<file path="config.mk">
export PLATFORM = sky130hd
export DESIGN_NAME = custom_axi_ip_mc
export DESIGN_NICKNAME = d
export VERILOG_FILES = /design/src/rtl/custom_axi_ip_pkg.sv /design/src/rtl/custom_axi_ip_rr_arb.sv /design/src/rtl/custom_axi_ip_mc.sv
export SDC_FILE = /design/constraint.sdc
export NUM_CORES = 1
export LEC_CHECK = 0
export BUFFER_PORTS_ARGS = -buffer_cell sky130_fd_sc_hd__buf_2
export CAP_MARGIN = 20
export CELL_PAD_IN_SITES_DETAIL_PLACEMENT = 1
export CELL_PAD_IN_SITES_GLOBAL_PLACEMENT = 1
export CORE_MARGIN = 2
export CORE_UTILIZATION = 40
export CTS_BUF_LIST = sky130_fd_sc_hd__clkbuf_16
export DETAILED_ROUTE_END_ITERATION = 8
export PLACE_DENSITY_LB_ADDON = 0.1
export SLEW_MARGIN = 0
export SYNTH_ARGS = -nofsm -noshare
export SYNTH_HDL_FRONTEND = slang
export SYNTH_SLANG_ARGS = --single-unit
</file>
<file path="constraint.sdc">
create_clock -name clk_i -period 9.1 [get_ports clk_i]
set_input_delay 0.91 -clock clk_i [delete_from_list [all_inputs] [get_ports clk_i]]
set_output_delay 0.91 -clock clk_i [all_outputs]
set_load 0.02 [all_outputs]
</file>
<file path="src/rtl/custom_axi_ip_pkg.sv">
// Shared types and constants for the custom_axi_ip_mc multi-channel incrementer.
// Contents: status_e (externally visible FSM status) and the FSM state encodings.
package custom_axi_ip_pkg;

  // Externally visible FSM status; values match the state encodings below.
  typedef enum logic [1:0] {
    STATUS_IDLE  = 2'd0,
    STATUS_BUSY  = 2'd1,
    STATUS_DONE  = 2'd2,
    STATUS_ERROR = 2'd3
  } status_e;

  localparam int unsigned STATE_W = 2;

  // FSM state encodings
  localparam logic [STATE_W-1:0] ST_IDLE  = 2'd0;
  localparam logic [STATE_W-1:0] ST_BUSY  = 2'd1;
  localparam logic [STATE_W-1:0] ST_DONE  = 2'd2;
  localparam logic [STATE_W-1:0] ST_ERROR = 2'd3;

  // Map a raw state encoding onto the status enum.
  function automatic status_e to_status(input logic [STATE_W-1:0] st);
    return status_e'(st);
  endfunction

endpackage

</file>
<file path="src/rtl/custom_axi_ip_rr_arb.sv">
// Round-robin arbiter: picks the first requesting channel after the last
// accepted one. The pointer only advances when the grant is accepted.
// Ports: clk_i, rst_ni (async, active-low), req_i (per-channel request),
//        accept_i (grant taken this cycle), grant_c (one-hot, combinational),
//        idx_c (granted index, combinational).
module custom_axi_ip_rr_arb #(
  parameter int unsigned NUM_CH = 4
) (
  input  logic                      clk_i,
  input  logic                      rst_ni,
  input  logic [NUM_CH-1:0]         req_i,
  input  logic                      accept_i,
  output logic [NUM_CH-1:0]         grant_c,
  output logic [$clog2(NUM_CH)-1:0] idx_c
);

  localparam int unsigned IDX_W = $clog2(NUM_CH);

  logic [IDX_W-1:0] ptr_q, ptr_d;
  logic             found;
  int unsigned      cand;

  // Search starting one past the pointer, wrapping around all channels.
  always_comb begin
    grant_c = '0;
    idx_c   = '0;
    found   = 1'b0;
    cand    = 0;
    for (int unsigned i = 1; i <= NUM_CH; i++) begin
      cand = (32'(ptr_q) + i) % NUM_CH;
      if (!found && req_i[IDX_W'(cand)]) begin
        found                 = 1'b1;
        idx_c                 = IDX_W'(cand);
        grant_c[IDX_W'(cand)] = 1'b1;
      end
    end
  end

  always_comb begin
    ptr_d = ptr_q;
    if (accept_i && found) ptr_d = idx_c;
  end

  // Reset to the last channel so channel 0 wins first.
  always_ff @(posedge clk_i or negedge rst_ni) begin
    if (!rst_ni) ptr_q <= IDX_W'(NUM_CH - 1);
    else         ptr_q <= ptr_d;
  end

endmodule

</file>
<file path="src/rtl/custom_axi_ip_mc.sv">
// Multi-channel incrementer: round-robin grants one channel, adds its
// iteration count to its operand one step per cycle, then writes the result
// back with a one-cycle one-hot write enable.
// Ports: clk_i, rst_ni (async, active-low); ipreg_data_i / ipreg_iter_i
//        (packed per-channel operand / count); enable_i (request levels);
//        clear_i (leave ERROR); ipreg_data_o (last result); wen_o (one-hot
//        write enable); ch_o (served channel); status_o (FSM state);
//        err_o (in ERROR).
// Build option: define CUSTOM_AXI_IP_MC_SAT_EN to saturate increments at
// all-ones instead of wrapping.
module custom_axi_ip_mc
  import custom_axi_ip_pkg::*;
#(
  parameter int unsigned DATA_WIDTH = 32,
  parameter int unsigned NUM_CH     = 4,
  parameter int unsigned CNT_W      = 4
) (
  input  logic                         clk_i,
  input  logic                         rst_ni,
  input  logic [NUM_CH*DATA_WIDTH-1:0] ipreg_data_i,
  input  logic [NUM_CH*CNT_W-1:0]      ipreg_iter_i,
  input  logic [NUM_CH-1:0]            enable_i,
  input  logic                         clear_i,
  output logic [DATA_WIDTH-1:0]        ipreg_data_o,
  output logic [NUM_CH-1:0]            wen_o,
  output logic [$clog2(NUM_CH)-1:0]    ch_o,
  output status_e                      status_o,
  output logic                         err_o
);

  localparam int unsigned IDX_W = $clog2(NUM_CH);

  logic [STATE_W-1:0]    state_q, state_d;
  logic [DATA_WIDTH-1:0] value_q, value_d;
  logic [CNT_W-1:0]      cnt_q, cnt_d;
  logic [IDX_W-1:0]      ch_q, ch_d;
  logic [DATA_WIDTH-1:0] data_out_q, data_out_d;
  logic [NUM_CH-1:0]     wen_q, wen_d;
  logic                  err_q, err_d;

  logic                  accept_c;
  logic [NUM_CH-1:0]     grant_c;
  logic [IDX_W-1:0]      arb_idx_c;
  logic [DATA_WIDTH-1:0] op_sel_c;
  logic [CNT_W-1:0]      iter_sel_c;
  logic [DATA_WIDTH-1:0] value_inc_c;

  custom_axi_ip_rr_arb #(
    .NUM_CH (NUM_CH)
  ) u_arb (
    .clk_i    (clk_i),
    .rst_ni   (rst_ni),
    .req_i    (enable_i),
    .accept_i (accept_c),
    .grant_c  (grant_c),
    .idx_c    (arb_idx_c)
  );

  // One-hot AND-OR mux of the granted channel's operand and count.
  always_comb begin
    op_sel_c   = '0;
    iter_sel_c = '0;
    for (int unsigned c = 0; c < NUM_CH; c++) begin
      if (grant_c[c]) begin
        op_sel_c   = op_sel_c   | ipreg_data_i[c*DATA_WIDTH +: DATA_WIDTH];
        iter_sel_c = iter_sel_c | ipreg_iter_i[c*CNT_W +: CNT_W];
      end
    end
  end

`ifdef CUSTOM_AXI_IP_MC_SAT_EN
  assign value_inc_c = (&value_q) ? value_q : value_q + DATA_WIDTH'(1);
`else
  assign value_inc_c = value_q + DATA_WIDTH'(1);
`endif

  // Next-state and output logic.
  always_comb begin
    state_d    = state_q;
    value_d    = value_q;
    cnt_d      = cnt_q;
    ch_d       = ch_q;
    data_out_d = data_out_q;
    wen_d      = '0;
    err_d      = 1'b0;
    accept_c   = 1'b0;

    case (state_q)
      ST_IDLE: begin
        if (|enable_i) begin
          accept_c = 1'b1;
          ch_d     = arb_idx_c;
          if (iter_sel_c == '0) begin
            // Zero-count request is a protocol error: no operation runs.
            state_d = ST_ERROR;
            err_d   = 1'b1;
          end else begin
            value_d = op_sel_c;
            cnt_d   = iter_sel_c;
            state_d = ST_BUSY;
          end
        end
      end
      ST_BUSY: begin
        value_d = value_inc_c;
        cnt_d   = cnt_q - CNT_W'(1);
        if (cnt_q == CNT_W'(1)) state_d = ST_DONE;
      end
      ST_DONE: begin
        data_out_d = value_q;
        wen_d      = NUM_CH'(1) << ch_q;
        state_d    = ST_IDLE;
      end
      ST_ERROR: begin
        if (clear_i) begin
          state_d = ST_IDLE;
        end else begin
          err_d = 1'b1;
        end
      end
      default: begin
        state_d = ST_ERROR;
        err_d   = 1'b1;
      end
    endcase
  end

  always_ff @(posedge clk_i or negedge rst_ni) begin
    if (!rst_ni) begin
      state_q    <= ST_IDLE;
      value_q    <= '0;
      cnt_q      <= '0;
      ch_q       <= '0;
      data_out_q <= '0;
      wen_q      <= '0;
      err_q      <= 1'b0;
    end else begin
      state_q    <= state_d;
      value_q    <= value_d;
      cnt_q      <= cnt_d;
      ch_q       <= ch_d;
      data_out_q <= data_out_d;
      wen_q      <= wen_d;
      err_q      <= err_d;
    end
  end

  assign ipreg_data_o = data_out_q;
  assign wen_o        = wen_q;
  assign ch_o         = ch_q;
  assign status_o     = to_status(state_q);
  assign err_o        = err_q;

endmodule

</file>
[Word level (Yosys, flattened, before mapping)]
Index checks and enable logic that the tools add are counted.
Word-level totals
  input bits: 151
  output and inout port bits: 41
  register bits after elaboration: 79
  logic and storage cells: 112
Cells by class
  shift operators: 1
  reduce and logical (&&, ||, !) cells: 18
  equality and inequality tests: 8
  $lt $le $gt $ge: 8
  mux-type cells: 54
  add/sub/neg operators: 6
  bitwise operators: 9
Operators by type and width (number)
  $mux W32: 6
  $or A32 B32 Y32: 3
  $pmux W32 S2: 1
  $mux W4: 11
  $add A32 B1 Y32 const B: 1
  $or A4 B4 Y4: 6
  $mux W1: 17
  $mux W2: 8
  $lt A2 B3 Y1 const B: 4
  $bmux W1 S2: 4
  $demux W1 S2: 4
  $ge A2 B1 Y1 const B: 4
  $logic_and A1 B1 Y1: 8
  $ne A2 B2 Y1 const B: 4
  $pmux W2 S4: 1
  $pmux W4 S2: 1
  $reduce_and A3 Y1: 2
  $add A2 B1 Y2 const B: 2
  $add A2 B2 Y2 const B: 2
  $eq A2 B2 Y1 const B: 2
  $eq A4 B1 Y1 const B: 1
  $logic_not A4 Y1: 1
  $reduce_or A4 Y1: 1
  $shl A1 B2 Y4 const A: 1
  7 further kinds: 9

[Depth between registers and ports, before layout]
Gate-level depths: netlist of the first run.
  depth after elaboration: 24
  depth in mapped cells: 13
  gate-level depth less buffers: 10

[Hierarchy]
A second synthesis of the first run with hierarchy kept.
Unflattened totals
  cell total of the unflattened synthesis: 566
  area total of the unflattened synthesis: 5243.8 um^2
By module, submodules not included
  custom_axi_ip_mc: area each 4600.7 um^2, cells each 500, sequential area each 1926.8 um^2, instances 1
  custom_axi_ip_rr_arb: area each 643.1 um^2, cells each 66, sequential area each 52.6 um^2, instances 1

[Worst setup path after synthesis of the first run]
Ideal clock, no wire load.
  path type: input-to-reg
  start point: input enable_i[3]
  end point: register cnt_q[3]
  stages: 9
  path slack: 5451 ps
  data required time: 8955 ps
  arrival: 3503 ps
  cells stage by stage: buf_2 mux4_2 a31o_1 a211oi_4 o22ai_1 or4_4 nor4_4 nor4b_1 a2111oi_2
Between the ends
  longest elaborated chain between the ends: 22
  elaborated cells on any way between the ends: 39
Ends and longest elaborated chain
  start: declaration: RTL line custom_axi_ip_mc.sv:22  | input logic [NUM_CH-1:0] enable_i,
  $bmux W1 S2: RTL line custom_axi_ip_rr_arb.sv:31  | if (!found && req_i[IDX_W'(cand)]) begin
  $mux W1 (not written as such): RTL line custom_axi_ip_rr_arb.sv:31
  $mux W1: RTL line custom_axi_ip_rr_arb.sv:31
  $logic_not A1 Y1: RTL line custom_axi_ip_rr_arb.sv:31
  $logic_and A1 B1 Y1: RTL line custom_axi_ip_rr_arb.sv:31
  $mux W1: RTL line custom_axi_ip_rr_arb.sv:31
  $logic_not A1 Y1: RTL line custom_axi_ip_rr_arb.sv:31
  $logic_and A1 B1 Y1: RTL line custom_axi_ip_rr_arb.sv:31
  (+6 left out)
  $mux W4: RTL line custom_axi_ip_mc.sv:64  | if (grant_c[c]) begin
  $or A4 B4 Y4: RTL line custom_axi_ip_mc.sv:66  | iter_sel_c = iter_sel_c | ipreg_iter_i[c*CNT_W +: CNT_W];
  $mux W4: RTL line custom_axi_ip_mc.sv:64
  $or A4 B4 Y4: RTL line custom_axi_ip_mc.sv:66
  $mux W4: RTL line custom_axi_ip_mc.sv:64
  $logic_not A4 Y1 or $mux W4 (tied branches): RTL line custom_axi_ip_mc.sv:93  | if (iter_sel_c == '0) begin
  $ne A2 B2 Y1 (no source line) or $mux W4 (tied branches)
  $reduce_and A3 Y1 (no source line) or $pmux W4 S2 (tied branches)
  end signal: assignment: RTL line custom_axi_ip_mc.sv:140  | cnt_q <= cnt_d;
  end: declaration: RTL line custom_axi_ip_mc.sv:35  | logic [CNT_W-1:0] cnt_q, cnt_d;
Parallel ways exist; a longest one is shown, timed or not. The select of a mux whose other input is x is not followed.
A chain may end at the register's enable or synchronous reset.

[Final worst setup path of the first run]
  start point: register u_arb.ptr_q[0]
  end point: register value_q[0]
Between the ends
  longest elaborated chain between the ends: 23
  elaborated cells on any way between the ends: 68
Ends and longest elaborated chain
  start: declaration: RTL line custom_axi_ip_rr_arb.sv:19  | logic [IDX_W-1:0] ptr_q, ptr_d;
  start signal: assignment: RTL line custom_axi_ip_rr_arb.sv:46  | if (!rst_ni) ptr_q <= IDX_W'(NUM_CH - 1);
  start signal: assignment: RTL line custom_axi_ip_rr_arb.sv:47  | else ptr_q <= ptr_d;
  branches (longest 12 deep; another with $lt A2 B3 Y1)
  $mux W4 (*): RTL line custom_axi_ip_rr_arb.sv:31
  $mux W4 or $mux W32 (tied branches): RTL line custom_axi_ip_mc.sv:64
  $or A4 B4 Y4 or $or A32 B32 Y32 (tied branches): RTL line custom_axi_ip_mc.sv:66, custom_axi_ip_mc.sv:65
  $mux W4 or $mux W32 (tied branches): RTL line custom_axi_ip_mc.sv:64
  $or A4 B4 Y4 or $or A32 B32 Y32 (tied branches): RTL line custom_axi_ip_mc.sv:66, custom_axi_ip_mc.sv:65
  $mux W4 or $mux W32 (tied branches): RTL line custom_axi_ip_mc.sv:64
  $or A4 B4 Y4 or $or A32 B32 Y32 (tied branches): RTL line custom_axi_ip_mc.sv:66, custom_axi_ip_mc.sv:65
  $mux W4 or $mux W32 (tied branches): RTL line custom_axi_ip_mc.sv:64
  $logic_not A4 Y1 or $mux W32 (tied branches): RTL line custom_axi_ip_mc.sv:93
  $ne A2 B2 Y1 (no source line) or $mux W32 (tied branches)
  $reduce_and A3 Y1 (no source line) or $pmux W32 S2 (tied branches)
  end signal: assignment: RTL line custom_axi_ip_mc.sv:139  | value_q <= value_d;
  end: declaration: RTL line custom_axi_ip_mc.sv:34  | logic [DATA_WIDTH-1:0] value_q, value_d;
Mark *: on every way between the ends. The select of a mux whose other input is x is not followed.

==> reports/metrics.csv, run 1 <==
stage,metric,value,unit
yosys,synth_top_cells_by_area,"dfrtp_1 (35%), mux2_2 (7.6%), a21oi_1 (7.0%), nand2_1 (5.6%), a222oi_1 (4.4%)",
power_and_ir_drop,p_switching,0.00167,W
sta,grt_setup_unrepaired,no,
power_and_ir_drop,p_leak,3.23,nW
route,dr_total_vias,5958,
floorplanning,coreArea,13300,um^2
finish,drive_above_1_share,33.7,%
setup_path,arrival,5.02,ns
finish,layout.cells.non_filler,978,
yosys,ys_ff_latch,79,
yosys,yosys.area.top_type,dfrtp_1,
clock_network,cts_inserted_buffers,9,
grt,grt_pass1_wl,33600,um
clock_network,clk_pin_slew,0.06,ns
yosys,syn_area,5450,um^2
yosys,synth_nets,793,
status,status,"complete, no violations",
grt,grt_pass1_vias,6190,
clock_network,clk_latency,0.34,ns
setup_path,cpMaxStageDelayCell,dfstp_2,
clock_network,cts-root-buf,clkbuf_16,
power_and_ir_drop,seqPwrFrac,22.8,%
clock_network,cts_setup_buffers,0,
power_and_ir_drop,power_density,468,nW/um^2
sta,post-route-period-util,52.6,%
power_and_ir_drop,pwr-share-clk,11.3,%
setup_path,worstSetupEndpointType,flop,
place,gp_congestion,0.886,
sta,tightest_slew,0.943,ns
setup_path,r2r_slack,4.31,ns
power_and_ir_drop,p_int,0.00156,W
grt,grtUsageTotal,29.6,%
sta,finalSetupTns,0,ns
floorplanning,io_pins,192,
sta,max_freq,209,MHz
clock_network,cts_buffer_depth,2,
place,place.detailed.hpwl,15500,um
sta,hold_violations,0,
setup_path,path_class,reg2reg,
clock_network,cts.repair.resized,0,
sta,setup_viol,0,
power_and_ir_drop,p_comb_share,65.9,%
route,drcViolationCount,0,
sta,skew,0.00685,ns
clock_network,cts.sinks,79,
clock_network,cts_tree,yes,
yosys,synth-async-reset-ratio,100,%
power_and_ir_drop,vdd_drop_max,0.351,mV
grt,grt_max_degree,80,
finish,num_antenna_cells,0,
route,drt_iter0_markers,488,
setup_path,crit_path_max_fanout,32,
floorplanning,row_count,42,
sta,finalMaxSlewViolations,0,
yosys,synthCells,626,
finish,area_growth,26.6,%
setup_path,cp-start-kind,flop,
yosys,synth_edf_count,0,
setup_path,cpPeakStageDelay,0.78,ns
finish,final_net_count,964,
clock_network,cts-htree-levels,3,
grt,grt_antenna_before_repair,0,
power_and_ir_drop,switching_share,51.6,%
route,wire_per_inst,21.9,um
sta,relSlewSlack,37.0,%
route,viasPerCell,6.09,
route,antenna_left,0,
floorplanning,initial_utilization,41.0,%
setup_path,cp.required,9.33,ns
yosys,synth_top_area_share,35.4,%
place,place_inst,959,
yosys,synth_warnings,0,
run,maxCapViolCount,0,
clock_network,hold_buffers,0,
sta,holdWs,0.405,ns
floorplanning,die_area,14600,um^2
yosys,synth_flop_cell,dfrtp_1,
route,firstDrtPassIters,8,
place,port_buffers,191,
hold_path,hold_path.class,in2async,
yosys,synth.avg_cell_area,8.71,um^2
finish,fillers,1673,
yosys,ys_types,59,
grt,grt_overflow,0,
floorplanning,die_w,121,um
setup_path,cpMostUsedCell,o221ai_1,
route,drt_wl_total,21400,um
setup_path,path_cells,"inv_1, ha_1, mux4_2, a21oi_1, o221ai_1, o221ai_1, a211o_1, nand4b_2, buf_16, a21boi_4, mux2_1",
yosys,seq_area_frac_synth,36.3,%
sta,finalCriticalPeriod,4.79,ns
floorplanning,die_h,121,um
-- placed cells by master, fill, tap and decap left out, types with 9 or more instances in the layout --
cell type	n
mux2_2	37
a222oi_1	24
nor2_1	27
nor3_1	13
ha_1	14
o22ai_1	12
dfrtp_1	77
a21oi_1	76
a22oi_1	18
nand3_1	22
buf_2	191
nand2_1	81
and3_1	16
inv_1	19
clkbuf_16	9
o21ai_0	37
-- power groups by stage --
stage	logic, W	clock network, W	registers, W
final	0.00213	0.000366	0.000735
after global routing	0.00233	0.000383	0.000758
after CTS	0.00212	0.000373	0.000730
after detailed placement	0.00209	0	0.000732
after global placement	0.00203	0	0.000715
after floorplan	0.00139	0	0.000772
-- synthesized netlist by cell type (5+ instances only) --
cell type / number
a21o_1: 6
a21oi_1: 76
a221oi_1: 7
a222oi_1: 24
a22o_1: 7
a22oi_1: 18
a31oi_1: 6
and3_1: 16
clkbuf_1: 31
dfrtp_1: 77
ha_1: 16
inv_1: 19
mux2_2: 37
nand2_1: 81
nand2b_1: 5
nand3_1: 22
nor2_1: 27
nor3_1: 13
nor4_1: 7
o21ai_0: 37
o22ai_1: 12
or3_1: 5
-- registers in the layout, summed over array words and instances (netlist names) --
signal / cells
ch_o: 2
cnt_q: 4
err_o: 1
ipreg_data_o: 32
status_o: 2
u_arb.ptr_q: 2
value_q: 32
wen_o: 4
-- final cells by class --
type / count / area (um^2) / area share (%)
Clock buffer: 9 / 225 / 3.26
Clock inverter: 7 / 71.3 / 1.03
Sequential cell: 79 / 1980 / 28.7
Timing Repair Buffer: 199 / 1060 / 15.3
Inverter: 20 / 75.1 / 1.09
Tap cell: 176 / 220 / 3.19
Multi-Input combinational cell: 488 / 3270 / 47.4
-- routing by layer --
metal | wire, um | track usage, % | share of wire (%) | up-vias
met3 | 1050 | 5.71 | 4.9 | 32
li1 | - | - | - | 2733
met1 | 9440 | 38.9 | 44 | 2977
met5 | 0 | 0 | 0 | -
met4 | 425 | 9.23 | 2.0 | 0
met2 | 10500 | 49.2 | 49 | 216
-- worst max-delay path, delay by kind of cell (launching register included) --
kind            cells  cell delay, ns
compound gates      5            1.65
fa+ha+maj           1            0.58
buf+inv             2            0.49
simple gates        1            0.27
flops               1            0.78
mux                 2            0.88
-- per-stage QoR --
stage / total power, W / setup slack (ns) / area (um^2) / util, %
finish: 0.00323 / 4.31 / 6900 / 51.9
global placement: 0.00275 / 3.80 / 6550 / 49.2
detailed placement: 0.00282 / 3.79 / 6550 / 49.2
global route: 0.00347 / 4.00 / 6900 / 51.9
CTS: 0.00322 / 3.76 / 6840 / 51.5
floorplan: 0.00216 / 5.45 / 5450 / -
-- path summary, 6_finish.rpt --
| check | start | to | cells after the start |
|---|---|---|---|
| hold / removal | rst_ni | value_q[10]$_DFFE_PN0P_ | 1 |
| max in group asynchronous | rst_ni | err_o$_DFF_PN0_ | 2 |
| setup reg to reg | u_arb.ptr_q[0]$_DFFE_PN1P_ | value_q[0]$_DFFE_PN0P_ | 11 |
| setup / recovery | u_arb.ptr_q[0]$_DFFE_PN1P_ | value_q[0]$_DFFE_PN0P_ | 11 |
| hold reg to reg | ipreg_data_o[17]$_DFFE_PN0P_ | ipreg_data_o[17]$_DFFE_PN0P_ | 1 |
| min in group clk_i | ipreg_data_o[17]$_DFFE_PN0P_ | ipreg_data_o[17]$_DFFE_PN0P_ | 1 |
-- kinds of logic after synthesis --
logic type	synth area share [%]
buffers and inverters	4.27
flip-flops	36.3
AO/OA/AOI/OAI	28.0
AND/OR/NAND/NOR	18.5
adder cells (fa/ha/maj)	3.67
multiplexers	9.21
Power figures use the tool's default switching activity.
==> run 2, diff against run 1 <==
Settings changed: CORE_UTILIZATION 40 to 37.
Clock period 9.1 ns to 4.9 ns, I/O delays scaled along.
==> run 2 against run 1 <==
  * Final area is 1.2% higher
  * Via count is 0.77% lower
  * Critical endpoint is now value_q[20]$_DFFE_PN0P_
  * Setup slack worse by 3.7 ns
==> reports/metrics.csv, run 2 (same netlist as run 1, synthesis figures left out) <==
stage,metric,value,unit,change
status,status,"complete, no violations",,
place,place.detailed.hpwl,15500,um,-0.10%
sta,finalSetupTns,0,ns,unchanged
floorplanning,row_count,44,,+4.8%
route,antenna_left,0,,unchanged
sta,post-route-period-util,88.6,%,+36 points
setup_path,path_class,reg2reg,,
place,port_buffers,191,,unchanged
grt,grt_pass1_vias,6253,,+1.0%
clock_network,hold_buffers,1,,+1
grt,grtUsageTotal,27.1,%,-2.5 points
setup_path,cpPeakStageDelay,0.77,ns,about the same
route,dr_total_vias,5912,,-0.77%
power_and_ir_drop,p_leak,3.26,nW,+1.0%
clock_network,clk_latency,0.35,ns,about the same
route,drcViolationCount,0,,unchanged
grt,grt_antenna_before_repair,0,,unchanged
run,maxCapViolCount,0,,unchanged
setup_path,arrival,4.58,ns,-0.44 ns
clock_network,cts_tree,yes,,
route,viasPerCell,5.97,,-2.1%
sta,tightest_slew,1.04,ns,+0.0996 ns
route,wire_per_inst,21.2,um,-3.1%
sta,skew,0.0117,ns,+0.00486 ns
route,drt_iter0_markers,411,,-16%
route,firstDrtPassIters,9,,+1
setup_path,cpMaxStageDelayCell,dfstp_2,,
floorplanning,die_w,125,um,+3.8%
clock_network,cts.repair.resized,0,,unchanged
clock_network,cts.sinks,79,,unchanged
finish,drive_above_1_share,34.1,%,+0.41 points
clock_network,cts-htree-levels,3,,unchanged
sta,grt_setup_unrepaired,no,,
setup_path,path_cells,"inv_1, ha_1, mux4_2, a2111oi_2, nor2_1, a211o_1, nand4b_2, buf_4, and3_1, nor4_1",,
finish,mostFrequentLayoutCells,"buf_2 (190), nand2_1 (81), dfrtp_1 (77)",,
clock_network,cts-root-buf,clkbuf_16,,
setup_path,cp-start-kind,flop,,
grt,grt_overflow,0,,unchanged
sta,relSlewSlack,29.9,%,-7.1 points
place,gp_congestion,0.881,,-0.58%
floorplanning,io_pins,192,,unchanged
floorplanning,coreArea,14500,um^2,+8.9%
sta,max_freq,230,MHz,+10%
sta,finalMaxSlewViolations,0,,unchanged
power_and_ir_drop,power_density,874,nW/um^2,+87%
floorplanning,die_h,125,um,+3.8%
route,drt_wl_total,21000,um,-1.8%
clock_network,clk_pin_slew,0.06,ns,about the same
grt,grt_pass1_wl,34200,um,+1.7%
grt,grt_max_degree,77,,-3.8%
finish,num_antenna_cells,0,,unchanged
finish,fin_util,48.3,%,-3.7 points
setup_path,cp.required,5.14,ns,-4.19 ns
hold_path,hold_path.class,in2async,,
sta,hold_violations,0,,unchanged
clock_network,cts_setup_buffers,0,,unchanged
finish,final_net_count,969,,+0.52%
sta,finalCriticalPeriod,4.34,ns,-0.450 ns
finish,area_growth,28.2,%,
power_and_ir_drop,vdd_drop_max,0.457,mV,+30%
floorplanning,die_area,15700,um^2,+7.8%
clock_network,cts_buffer_depth,2,,unchanged
setup_path,worstSetupEndpointType,flop,,
setup_path,crit_path_max_fanout,34,,+6.3%
finish,mostFrequentLayoutCell,buf_2,,
clock_network,cts_inserted_buffers,9,,unchanged
sta,setup_viol,0,,unchanged
floorplanning,initial_utilization,37.6,%,-3.4 points
==> run 2: per-layer routing <==
| layer | wire (um) | global-route usage, % |
|---|---|---|
| met2 | 9780 | 44.3 |
| met1 | 9770 | 37.6 |
| met4 | 445 | 8.10 |
| met3 | 990 | 3.85 |
| met5 | 0 | 0 |
==> run 2: final timing paths <==
kind                                                     end  slack [ns]  cells after the start                         start
worst min register to register  ipreg_data_o[12]$_DFFE_PN0P_        0.50                      1  ipreg_data_o[12]$_DFFE_PN0P_
min in group clk_i                           err_o$_DFF_PN0_        0.49                      4                       clear_i
max in group asynchronous               cnt_q[3]$_DFFE_PN0P_        3.27                      3                        rst_ni
worst max-delay path                 value_q[20]$_DFFE_PN0P_        0.56                     10    u_arb.ptr_q[0]$_DFFE_PN1P_
worst min-delay path                      wen_o[0]$_DFF_PN0_        0.48                      2                        rst_ni
worst max register to register       value_q[20]$_DFFE_PN0P_        0.56                     10    u_arb.ptr_q[0]$_DFFE_PN1P_
==> run 2: worst max-delay path: cells and delay by family (launching register included) <==
family / cells / cell delay [ns]
muxes: 1 / 0.49
buffers and inverters: 2 / 0.42
DFF: 1 / 0.77
and+or+nand+nor: 4 / 0.95
AOI/OAI and AO/OA: 2 / 1.05
adders and majority gates: 1 / 0.52
==> run 2: final cells by class <==
class	count	area (um^2)
clock buffer	9	225
clock inverter	7	119
fill	1772	7490
inverter	20	75.1
multi-input combinational	488	3300
sequential	79	1980
tap	184	230
timing repair buffer	204	1060
==> run 2: through the flow <==
step	cells	hold slack, ns	total power, W	worst slack (ns)	cell area [um^2]
2_1_floorplan	626	0.194	0.00402	1.31	5450
3_3_place_gp	974	0.287	0.00519	0.764	6630
3_5_place_dp	974	0.290	0.00531	0.569	6630
4_1_cts	991	0.476	0.00613	0.580	6990
5_1_grt	991	0.485	0.00663	0.292	6990
6_report	991	0.483	0.00610	0.560	6990
==> run 2: report_power, final <==
group / internal (W) / switching [W]
logic: 0.00152 / 0.00244
clock network: 0.000499 / 0.000292
registers: 0.00101 / 0.000337
==> run 3, diff against run 2 <==
--- a/config.mk
+++ b/config.mk
@@ -7,2 +7,3 @@
 export LEC_CHECK = 0
+export ABC_AREA = 1
 export BUFFER_PORTS_ARGS = -buffer_cell sky130_fd_sc_hd__buf_2
@@ -12,3 +13,3 @@
 export CORE_MARGIN = 2
-export CORE_UTILIZATION = 37
+export CORE_UTILIZATION = 35
 export CTS_BUF_LIST = sky130_fd_sc_hd__clkbuf_16
==> constraint.sdc (replaced) <==
create_clock -name clk_i -period 4.9 [get_ports clk_i]
set_input_delay 0.245 -clock clk_i [delete_from_list [all_inputs] [get_ports clk_i]]
set_output_delay 0.245 -clock clk_i [all_outputs]
set_load 0.02 [all_outputs]
==> run 3 against run 2 <==
  * Sequential cell count is the same
  * Worst hold slack lost 0.25 ns
  * Wire length shrank 0.53%
  * Maximum frequency grew 22%
  * Clock skew shrank 0.0040 ns
  * Register-to-register slack gained 0.78 ns
  * Highest routed layer unchanged
==> reports/metrics.csv, run 3 <==
stage,metric,value,unit,change
status,status,"complete, no violations",,
setup_path,worst-path-buf-inv,4,,+2
yosys,synth_top_family_by_area,simple AND/OR/NAND/NOR gates,,
yosys,synth_top_cells_by_area,"dfrtp_1 (34%), nand2_1 (25%), nand3_1 (8.3%), nand4_1 (4.1%), ha_1 (3.5%)",,
sta,relSlewSlack,35.6,%,+5.8 points
place,port_buffers,191,,unchanged
clock_network,cts.sinks,79,,unchanged
yosys,synth_warnings,0,,unchanged
floorplanning,row_count,46,,+4.5%
clock_network,cts_setup_buffers,0,,unchanged
sta,post-route-period-util,72.6,%,-16 points
route,drcViolationCount,0,,unchanged
grt,use_met2,39.8,%,-4.5 points
clock_network,cts-htree-levels,3,,unchanged
yosys,synth.top_cells.by_count,"nand2_1 (373), nand3_1 (94), dfrtp_1 (77), inv_1 (43), o21ai_0 (39)",,
floorplanning,coreArea,15900,um^2,+9.7%
sta,setup_viol,0,,unchanged
route,wire_per_inst,16.9,um,-20%
route,firstDrtPassIters,5,,-4
sta,finalMaxSlewViolations,0,,unchanged
yosys,yosys.area.top_type,dfrtp_1,,
floorplanning,die_w,132,um,+4.9%
yosys,synth.avg_cell_area,6.76,um^2,-22%
clock_network,cts-root-buf,clkbuf_16,,
grt,grt_pass1_vias,6342,,+1.4%
sta,finalSetupTns,0,ns,unchanged
finish,mostFrequentLayoutCell,nand2_1,,
setup_path,cp-start-kind,flop,,
floorplanning,initial_utilization,35.8,%,-1.8 points
setup_path,crit_path_max_fanout,36,,+5.9%
power_and_ir_drop,pwr-share-clk,10.9,%,-2.1 points
setup_path,worstSetupEndpointType,flop,,
floorplanning,io_pins,192,,unchanged
route,viasPerCell,4.98,,-16%
grt,grt_max_degree,73,,-5.2%
setup_path,path_class,reg2reg,,
sta,tightest_slew,0.966,ns,-0.0769 ns
grt,grt_antenna_before_repair,0,,unchanged
hold_path,hold_path.class,in2reg,,
clock_network,clk_latency,0.34,ns,about the same
sta,finalCriticalPeriod,3.56,ns,-0.781 ns
yosys,ys_types,37,,-37%
yosys,synth-simple-area-share,45.0,%,+26 points
setup_path,arrival,3.84,ns,-0.74 ns
grt,met3_usage,3.70,%,-0.15 points
power_and_ir_drop,p_leak,3.73,nW,+15%
power_and_ir_drop,p_switching,0.00342,W,+11%
yosys,synth_flop_cell,dfrtp_1,,
finish,drive_above_1_share,24.5,%,-9.5 points
sta,skew,0.00773,ns,-0.00398 ns
grt,use_met1,34.0,%,-3.6 points
setup_path,path_cells,"inv_2, ha_1, inv_1, nand2_2, nand2_4, inv_2, nand3_1, nand4_4, nand2_1, nand2_1, nor2_2, nand2_2, o21ai_4, buf_4, nand3_1, nand2_1",,
place,place.detailed.hpwl,15800,um,+1.8%
finish,final_net_count,1182,,+22%
power_and_ir_drop,p_comb_share,68.3,%,+3.3 points
power_and_ir_drop,seqPwrFrac,20.7,%,-1.4 points
yosys,synth_nets,1009,,+27%
finish,mostFrequentLayoutCells,"nand2_1 (373), buf_2 (190), nand3_1 (94)",,
power_and_ir_drop,switching_share,56.3,%,+6.0 points
grt,grtUsageTotal,24.3,%,-2.8 points
power_and_ir_drop,p_int,0.00266,W,-12%
setup_path,cpPeakStageDelay,0.66,ns,-0.11 ns
yosys,seq_area_frac_synth,34.8,%,-1.5 points
grt,grt_most_used_layer,met2,,
finish,layout.cells.non_filler,1235,,+25%
power_and_ir_drop,power_density,858,nW/um^2,-1.8%
grt,grt_pass1_wl,33700,um,-1.3%
setup_path,crit_family,simple AND/OR/NAND/NOR gates,,
floorplanning,die_h,132,um,+4.9%
clock_network,cts_buffer_depth,2,,unchanged
yosys,synth_compound_area_share,6.42,%,-22 points
run,maxCapViolCount,0,,unchanged
setup_path,cp.required,5.18,ns,+0.04 ns
place,place_inst,1219,,+25%
yosys,yosysMostFrequentCell,nand2_1,,
sta,holdWs,0.230,ns,-0.253 ns
yosys,synth_edf_count,0,,unchanged
finish,num_antenna_cells,0,,unchanged
sta,grt_setup_unrepaired,no,,
yosys,syn_area,5690,um^2,+4.4%
sta,max_freq,281,MHz,+22%
power_and_ir_drop,vdd_drop_max,0.376,mV,-18%
clock_network,clk_pin_slew,0.06,ns,about the same
floorplanning,die_area,17300,um^2,+10%
place,gp_congestion,0.852,,-3.3%
setup_path,cpMostUsedCell,nand2_1,,
sta,hold_violations,0,,unchanged
route,antenna_left,0,,unchanged
grt,grt_overflow,0,,unchanged
clock_network,cts_tree,yes,,
yosys,synth_top_area_share,33.9,%,-1.5 points
finish,area_growth,24.5,%,
yosys,synth-async-reset-ratio,100,%,unchanged
route,drt_iter0_markers,320,,-22%
yosys,synthAdderAreaFrac,3.52,%,-0.16 points
route,dr_total_vias,6154,,+4.1%
clock_network,cts_inserted_buffers,9,,unchanged
setup_path,cpMaxStageDelayCell,dfstp_2,,
route,drt_wl_total,20900,um,-0.53%
yosys,synthMuxAreaShare,0,%,-9.2 points
yosys,synth_xor_area_share,3.69,%,+3.7 points
yosys,ys_ff_latch,79,,unchanged
yosys,synthCells,842,,+35%
-- run 3: changes by cell type after synthesis, sizes merged, moves of 12 or more --
cell / delta
nand2: +305
nand3: +77
a21oi: -62
mux2: -39
nand4: +35
inv: +27
a222oi: -24
xor2: +22
a22oi: -18
buf: +16
clkbuf: -16
and3: -14
o22ai: -12
-- run 3: worst paths after layout --
| check | from | to | slack [ns] | depth (start not counted) |
|---|---|---|---|---|
| min reg2reg | ipreg_data_o[1]$_DFFE_PN0P_ | ipreg_data_o[1]$_DFFE_PN0P_ | 0.47 | 2 |
| min in group asynchronous | rst_ni | wen_o[0]$_DFF_PN0_ | 0.27 | 2 |
| min | clear_i | err_o$_DFF_PN0_ | 0.23 | 4 |
| max reg2reg | u_arb.ptr_q[0]$_DFFE_PN1P_ | value_q[18]$_DFFE_PN0P_ | 1.34 | 16 |
| max in group asynchronous | rst_ni | value_q[30]$_DFFE_PN0P_ | 3.48 | 3 |
| max | u_arb.ptr_q[0]$_DFFE_PN1P_ | value_q[18]$_DFFE_PN0P_ | 1.34 | 16 |
-- run 3: per-stage QoR --
| step | setup WS [ns] | total power [W] | instance area [um^2] | utilization [%] |
|---|---|---|---|---|
| floorplan | 2.28 | 0.00425 | 5690 | - |
| global placement | 1.43 | 0.00539 | 6790 | 42.7 |
| detailed placement | 1.34 | 0.00544 | 6790 | 42.7 |
| CTS | 1.32 | 0.00612 | 7090 | 44.6 |
| global route | 1.02 | 0.00669 | 7090 | 44.6 |
| finish | 1.34 | 0.00608 | 7090 | 44.6 |
-- run 3: cells by family (layout without fill, tap and decap cells) --
kind of cell	count (synthesis)	count (layout)
AO/OA/AOI/OAI	62	62
XOR/XNOR	24	24
AND/OR/NAND/NOR	575	575
buffers and inverters	86	263
flip-flops	79	79
adder cells (fa/ha/maj)	16	16
-- run 3: worst reg2reg max path: cells and delay by family (launching register included) --
kind                     cells  cell delay, ns
flip-flops                   1            0.66
buffers and inverters        4            0.75
adder cells (fa/ha/maj)      1            0.38
AO/OA/AOI/OAI                1            0.12
AND/OR/NAND/NOR             10            1.59
-- run 3: timing repair --
item                                   in CTS  in global routing
hold buffers                                1                  0
endpoints found under the hold margin       7                  0
resized for setup                           0                  0
-- run 3: per-layer routing --
layer,wire (um),up-vias
li1,-,3072
met1,10000,2881
met2,9470,184
met3,1150,17
met4,233,0
met5,0,-
-- run 3: layout make-up --
class,count,area [um^2]
Clock buffer,9,225
Clock inverter,6,62.6
Inverter,47,176
Timing Repair Buffer,201,1040
Fill cell,2191,8800
Multi-Input combinational cell,677,3340
Tap cell,216,270
Sequential cell,79,1980
-- run 3: power groups by stage --
stage	logic (W)	registers, W	clock network [W]
floorplan	0.00290	0.00135	0
global route	0.00468	0.00131	0.000695
global placement	0.00414	0.00126	0
finish	0.00415	0.00126	0.000663
detailed placement	0.00417	0.00127	0
CTS	0.00419	0.00126	0.000672
